`config.mk`:
```
export PLATFORM = sky130hd
export DESIGN_NAME = if_stage
export DESIGN_NICKNAME = d
export VERILOG_FILES = /design/src/rtl/if_stage.sv
export SDC_FILE = /design/constraint.sdc
export NUM_CORES = 1
export LEC_CHECK = 0
export CAP_MARGIN = 30
export CELL_PAD_IN_SITES_DETAIL_PLACEMENT = 1
export CELL_PAD_IN_SITES_GLOBAL_PLACEMENT = 1
export CORE_MARGIN = 8
export CORE_UTILIZATION = 36
export CTS_CLUSTER_SIZE = 10
export DETAILED_ROUTE_END_ITERATION = 8
export GPL_ROUTABILITY_DRIVEN = 0
export GPL_TIMING_DRIVEN = 1
export PLACE_DENSITY_LB_ADDON = 0.1
export SLEW_MARGIN = 20
export SYNTH_ARGS = -nofsm -noshare
export SYNTH_HDL_FRONTEND = slang
export SYNTH_SLANG_ARGS = --single-unit
```
`constraint.sdc`:
```
create_clock -name clk -period 3.3 [get_ports clk]
set_input_delay 0.99 -clock clk [delete_from_list [all_inputs] [get_ports clk]]
set_output_delay 0.99 -clock clk [all_outputs]
set_load 0.01 [all_outputs]
```
`src/rtl/if_stage.sv`:
```
`default_nettype none
// +----------------------------------------------------------------------------+
// | Module      : if_stage                                                     |
// | Description : Instruction-fetch stage: PC register, ROM addressing, IF/ID  |
// |               register, stall/redirect handling, saturating stall counter. |
// |               Define IF_DELAY_SLOT_EN to keep the delay-slot instruction   |
// |               on redirect instead of flushing it.                          |
// | Revision    : 1.0 - initial release                                        |
// +----------------------------------------------------------------------------+
module if_stage #(
  parameter int                 PC_W     = 8,
  parameter int                 INSTR_W  = 32,
  parameter logic [INSTR_W-1:0] NOP_WORD = 32'h0000_0000
) (
  input  logic               clk,
  input  logic               R,
  input  logic               LE,
  input  logic               branch_taken,
  input  logic [PC_W-1:0]    branch_target,
  output logic [PC_W-1:0]    rom_addr,
  input  logic [INSTR_W-1:0] rom_data,
  output logic [INSTR_W-1:0] ID_instruction,
  output logic [PC_W-1:0]    ID_pc_next,
  output logic               ID_valid,
  output logic [15:0]        stall_count
);

  typedef enum logic [0:0] {
    RUN  = 1'b0,
    HOLD = 1'b1
  } state_t;

  localparam logic [15:0] c_stall_max = 16'hFFFF;

  state_t             r_state;
  state_t             w_state_next;
  logic               w_stall_inc;

  logic [PC_W-1:0]    r_pc;
  logic [INSTR_W-1:0] r_id_instr;
  logic [PC_W-1:0]    r_id_pc_next;
  logic               r_id_valid;
  logic [15:0]        r_stall_count;

  logic [PC_W-1:0]    w_pc_plus4;
  logic [PC_W-1:0]    w_pc_d;
  logic [INSTR_W-1:0] w_id_instr_d;
  logic [PC_W-1:0]    w_id_pc_next_d;
  logic               w_id_valid_d;

  assign w_pc_plus4 = r_pc + PC_W'(4);

  // Stall-accounting FSM; the datapath below does not depend on it.
  always_comb begin
    w_state_next = r_state;
    w_stall_inc  = 1'b0;
    case (r_state)
      RUN: begin
        if (!LE) begin
          w_state_next = HOLD;
          w_stall_inc  = 1'b1;
        end
      end
      HOLD: begin
        if (LE) w_state_next = RUN;
        else    w_stall_inc  = 1'b1;
      end
      default: w_state_next = RUN;
    endcase
  end

  always_comb begin
    w_pc_d         = r_pc;
    w_id_instr_d   = r_id_instr;
    w_id_pc_next_d = r_id_pc_next;
    w_id_valid_d   = r_id_valid;
    if (LE) begin
      if (branch_taken) begin
        w_pc_d = {branch_target[PC_W-1:2], 2'b00};
`ifdef IF_DELAY_SLOT_EN
        w_id_instr_d   = rom_data;
        w_id_pc_next_d = w_pc_plus4;
        w_id_valid_d   = 1'b1;
`else
        w_id_instr_d   = NOP_WORD;
        w_id_pc_next_d = '0;
        w_id_valid_d   = 1'b0;
`endif
      end else begin
        w_pc_d         = w_pc_plus4;
        w_id_instr_d   = rom_data;
        w_id_pc_next_d = w_pc_plus4;
        w_id_valid_d   = 1'b1;
      end
    end
  end

  always_ff @(posedge clk or negedge R) begin
    if (!R) begin
      r_state       <= RUN;
      r_pc          <= '0;
      r_id_instr    <= NOP_WORD;
      r_id_pc_next  <= '0;
      r_id_valid    <= 1'b0;
      r_stall_count <= '0;
    end else begin
      r_state      <= w_state_next;
      r_pc         <= w_pc_d;
      r_id_instr   <= w_id_instr_d;
      r_id_pc_next <= w_id_pc_next_d;
      r_id_valid   <= w_id_valid_d;
      if (w_stall_inc && (r_stall_count != c_stall_max))
        r_stall_count <= r_stall_count + 16'd1;
    end
  end

  assign rom_addr       = r_pc;
  assign ID_instruction = r_id_instr;
  assign ID_pc_next     = r_id_pc_next;
  assign ID_valid       = r_id_valid;
  assign stall_count    = r_stall_count;

endmodule
`default_nettype wire

```
==> impl_metrics.json <==
{
  "die_y_um": 105,
  "cp_max_fo": 7,
  "crit_path_max_incr_delay_ns": 0.60,
  "timing.fmax_ghz": 0.414,
  "synth_commonest_cells": "dfrtp_1, nor2b_1, a31o_2",
  "power_density_nw_per_um2": 541,
  "clock_skew_ns": 0.00719,
  "async_flop_share": 1.00,
  "path_buf_inv": 1,
  "crit_arrival_ns": 1.43,
  "wirelength_um": 8060,
  "fin_setup_tns_ns": 0,
  "io_buffers": 104,
  "syn_area_um2": 2870,
  "placementRows": 32,
  "clock-root-buffer": "clkbuf_8",
  "post_cts_buffers": 0,
  "synth_ff_type": "dfrtp_1",
  "synth_area_leader_cell": "dfrtp_1",
  "nNetsFinal": 407,
  "leakage_nw": 1.75,
  "cts_tree": "built",
  "initial_core_util": 0.371,
  "slowest_stage": "clkdlybuf4s50_1",
  "synth_edf_count": 0,
  "coreArea_um2": 7730,
  "clkLatencyLatePin_ns": 0.34,
  "route.detailed.drc": 0,
  "antenna_found_initial": 0,
  "ys_ff_latch": 62,
  "area_delta_synth_final_pct": 45.0,
  "yosys.area.top_type_share": 0.541,
  "cp.required_ns": 2.31,
  "end_kind": "output pin",
  "drtAntennaViolNets": 0,
  "grt_use_total": 0.152,
  "cts_hold_buffers": 0,
  "rsz0062_at_grt": "no",
  "area.sequential_um2": 1550,
  "grt_max_degree": 50,
  "path_cells": "clkdlybuf4s50_1",
  "min_period_ns": 2.42,
  "cts_buffer_depth": 2,
  "syn_inst": 260,
  "first_global_vias": 2633,
  "cts_buffers": 9,
  "path_clk_slew_ns": 0.06,
  "first_pass_iters": 4,
  "start_kind": "flip-flop",
  "ys_types": 38,
  "avgRoutedWirePerCell_um": 17.2,
  "h-tree-depth": 3,
  "multi_input_area_um2": 1150,
  "timing_worst_setup_path_type": "reg -> out",
  "relSlewSlack": 0.478,
  "ir_drop_mv": 0.200,
  "final_area_um2": 4160,
  "cts_resized": 0,
  "yosys_warnings": 0,
  "overflow": 0,
  "num-fill-cells": 851,
  "dieArea_um2": 11100,
  "via_per_inst": 5.02,
  "drive_gt1_frac": 0.137,
  "num_antenna_cells": 0,
  "hpwl_um": 5810,
  "synth.avg_cell_area_um2": 11.0,
  "yosysMostFrequentCell": "dfrtp_1",
  "first_iter_violations": 91,
  "vias": 2346,
  "drv_slew": 0,
  "dpl-instance-area_um2": 3970,
  "synth_area_leaders": "dfrtp_1, a31o_2, nor2b_1, o21ai_0, xor2_1",
  "whs_ns": 0.511,
  "dieWidth_um": 105,
  "clock_sinks": 62,
  "ios": 109,
  "path_delay_family": "buffers and inverters",
  "grt_pass1_wl_um": 13500,
  "yosysSeqAreaShare": 0.541,
  "hold_path_class": "reg -> reg",
  "status": "finished clean",
  "max_cap_viol_count": 0,
  "finalSetupViolCount": 0,
  "tightestPinTransition_ns": 0.783,
  "hold_viol_final": 0,
  "fin_crit_sh": 0.732
}
-- final timing paths --
| kind | start | slack (ns) | depth (start not counted) | endpoint |
|---|---|---|---|---|
| setup / recovery | stall_count[5] | 0.88 | 1 | stall_count[5] |
| max in group asynchronous | R | 1.93 | 2 | ID_instruction[1] |
| setup reg to reg | stall_count[0] | 1.21 | 5 | stall_count[1] |
| min in group asynchronous | R | 0.73 | 1 | ID_instruction[15] |
| hold reg to reg | ID_pc_next[3] | 0.51 | 1 | ID_pc_next[3] |
| hold / removal | ID_pc_next[3] | 0.51 | 1 | ID_pc_next[3] |
-- report_power, final --
| group | internal [mW] | total, mW | switching [mW] |
|---|---|---|---|
| logic | 0.359 | 0.608 | 0.249 |
| clock network | 0.352 | 0.640 | 0.288 |
| registers | 0.872 | 1.00 | 0.133 |
| total | 1.58 | 2.25 | 0.670 |
-- logic make-up after synthesis --
kind of cell,share of synthesized area
and+or+nand+nor,0.184
DFF,0.541
AOI/OAI and AO/OA,0.133
buffers and inverters,0.0593
xor gates and xnor gates,0.0519
muxes,0.0205
adders and majority gates,0.00872
other,0.00131
-- through the flow --
step                      total power, mW  utilization  setup slack, ns  cells
after floorplan                      1.27            -             1.39    261
after global placement               1.61        0.514            0.819    452
after detailed placement             1.64        0.514            0.774    452
after CTS                            2.29        0.538            0.854    467
after global routing                 2.38        0.538            0.833    467
final                                2.25        0.538            0.884    467
-- routing by layer --
layer  vias up  share of wire  global-route usage
met1      1169           0.40               0.163
met5         -              0                   0
met3        13           0.11              0.0834
li1       1098              -                   -
met2        66           0.48               0.242
met4         0          0.017              0.0673
-- placed cells by master (no fill, tap or decap), types with 2 or more instances in the layout --
| cell | netlist | layout |
|---|---|---|
| nand4b_1 | 2 | 2 |
| buf_4 | 4 | 4 |
| inv_1 | 18 | 18 |
| xnor2_1 | 8 | 8 |
| nor2_1 | 8 | 8 |
| o21ai_0 | 16 | 16 |
| dfrtp_1 | 62 | 62 |
| clkdlybuf4s50_1 | 0 | 102 |
| a21oi_1 | 5 | 5 |
| nand2_1 | 10 | 10 |
| and4_1 | 3 | 3 |
| nand4_1 | 4 | 4 |
| nor3_1 | 3 | 3 |
| nand3b_1 | 10 | 10 |
| ha_1 | 2 | 2 |
| and3_1 | 3 | 3 |
| mux2_2 | 3 | 3 |
| a22o_1 | 5 | 5 |
| a31o_2 | 21 | 21 |
| o22ai_1 | 6 | 6 |
| clkbuf_1 | 10 | 2 |
| conb_1 | 1 | 2 |
| nor2b_1 | 23 | 23 |
| a31oi_1 | 2 | 2 |
| xor2_1 | 9 | 9 |
| clkbuf_8 | 0 | 13 |
| nand3_1 | 7 | 7 |
-- worst reg2reg max path: cells and delay by family (launching register included) --
family | cells | cell delay (ns)
and+or+nand+nor | 3 | 1.01
adders and majority gates | 1 | 0.25
DFF | 1 | 0.43
muxes | 1 | 0.30
-- sequential cells by signal, indices dropped and copies added, names as in the netlist --
name / count
ID_instruction: 32
ID_valid: 1
stall_count: 16
rom_addr: 6
ID_pc_next: 7
-- layout make-up --
class                           count  share of cell area
Inverter                           18              0.0162
Clock buffer                       15              0.0448
Multi-Input combinational cell    162               0.277
Sequential cell                    62               0.373
Tap cell                          102              0.0307
Timing Repair Buffer              108               0.259
No activity file was read; power rests on OpenSTA's default activity.
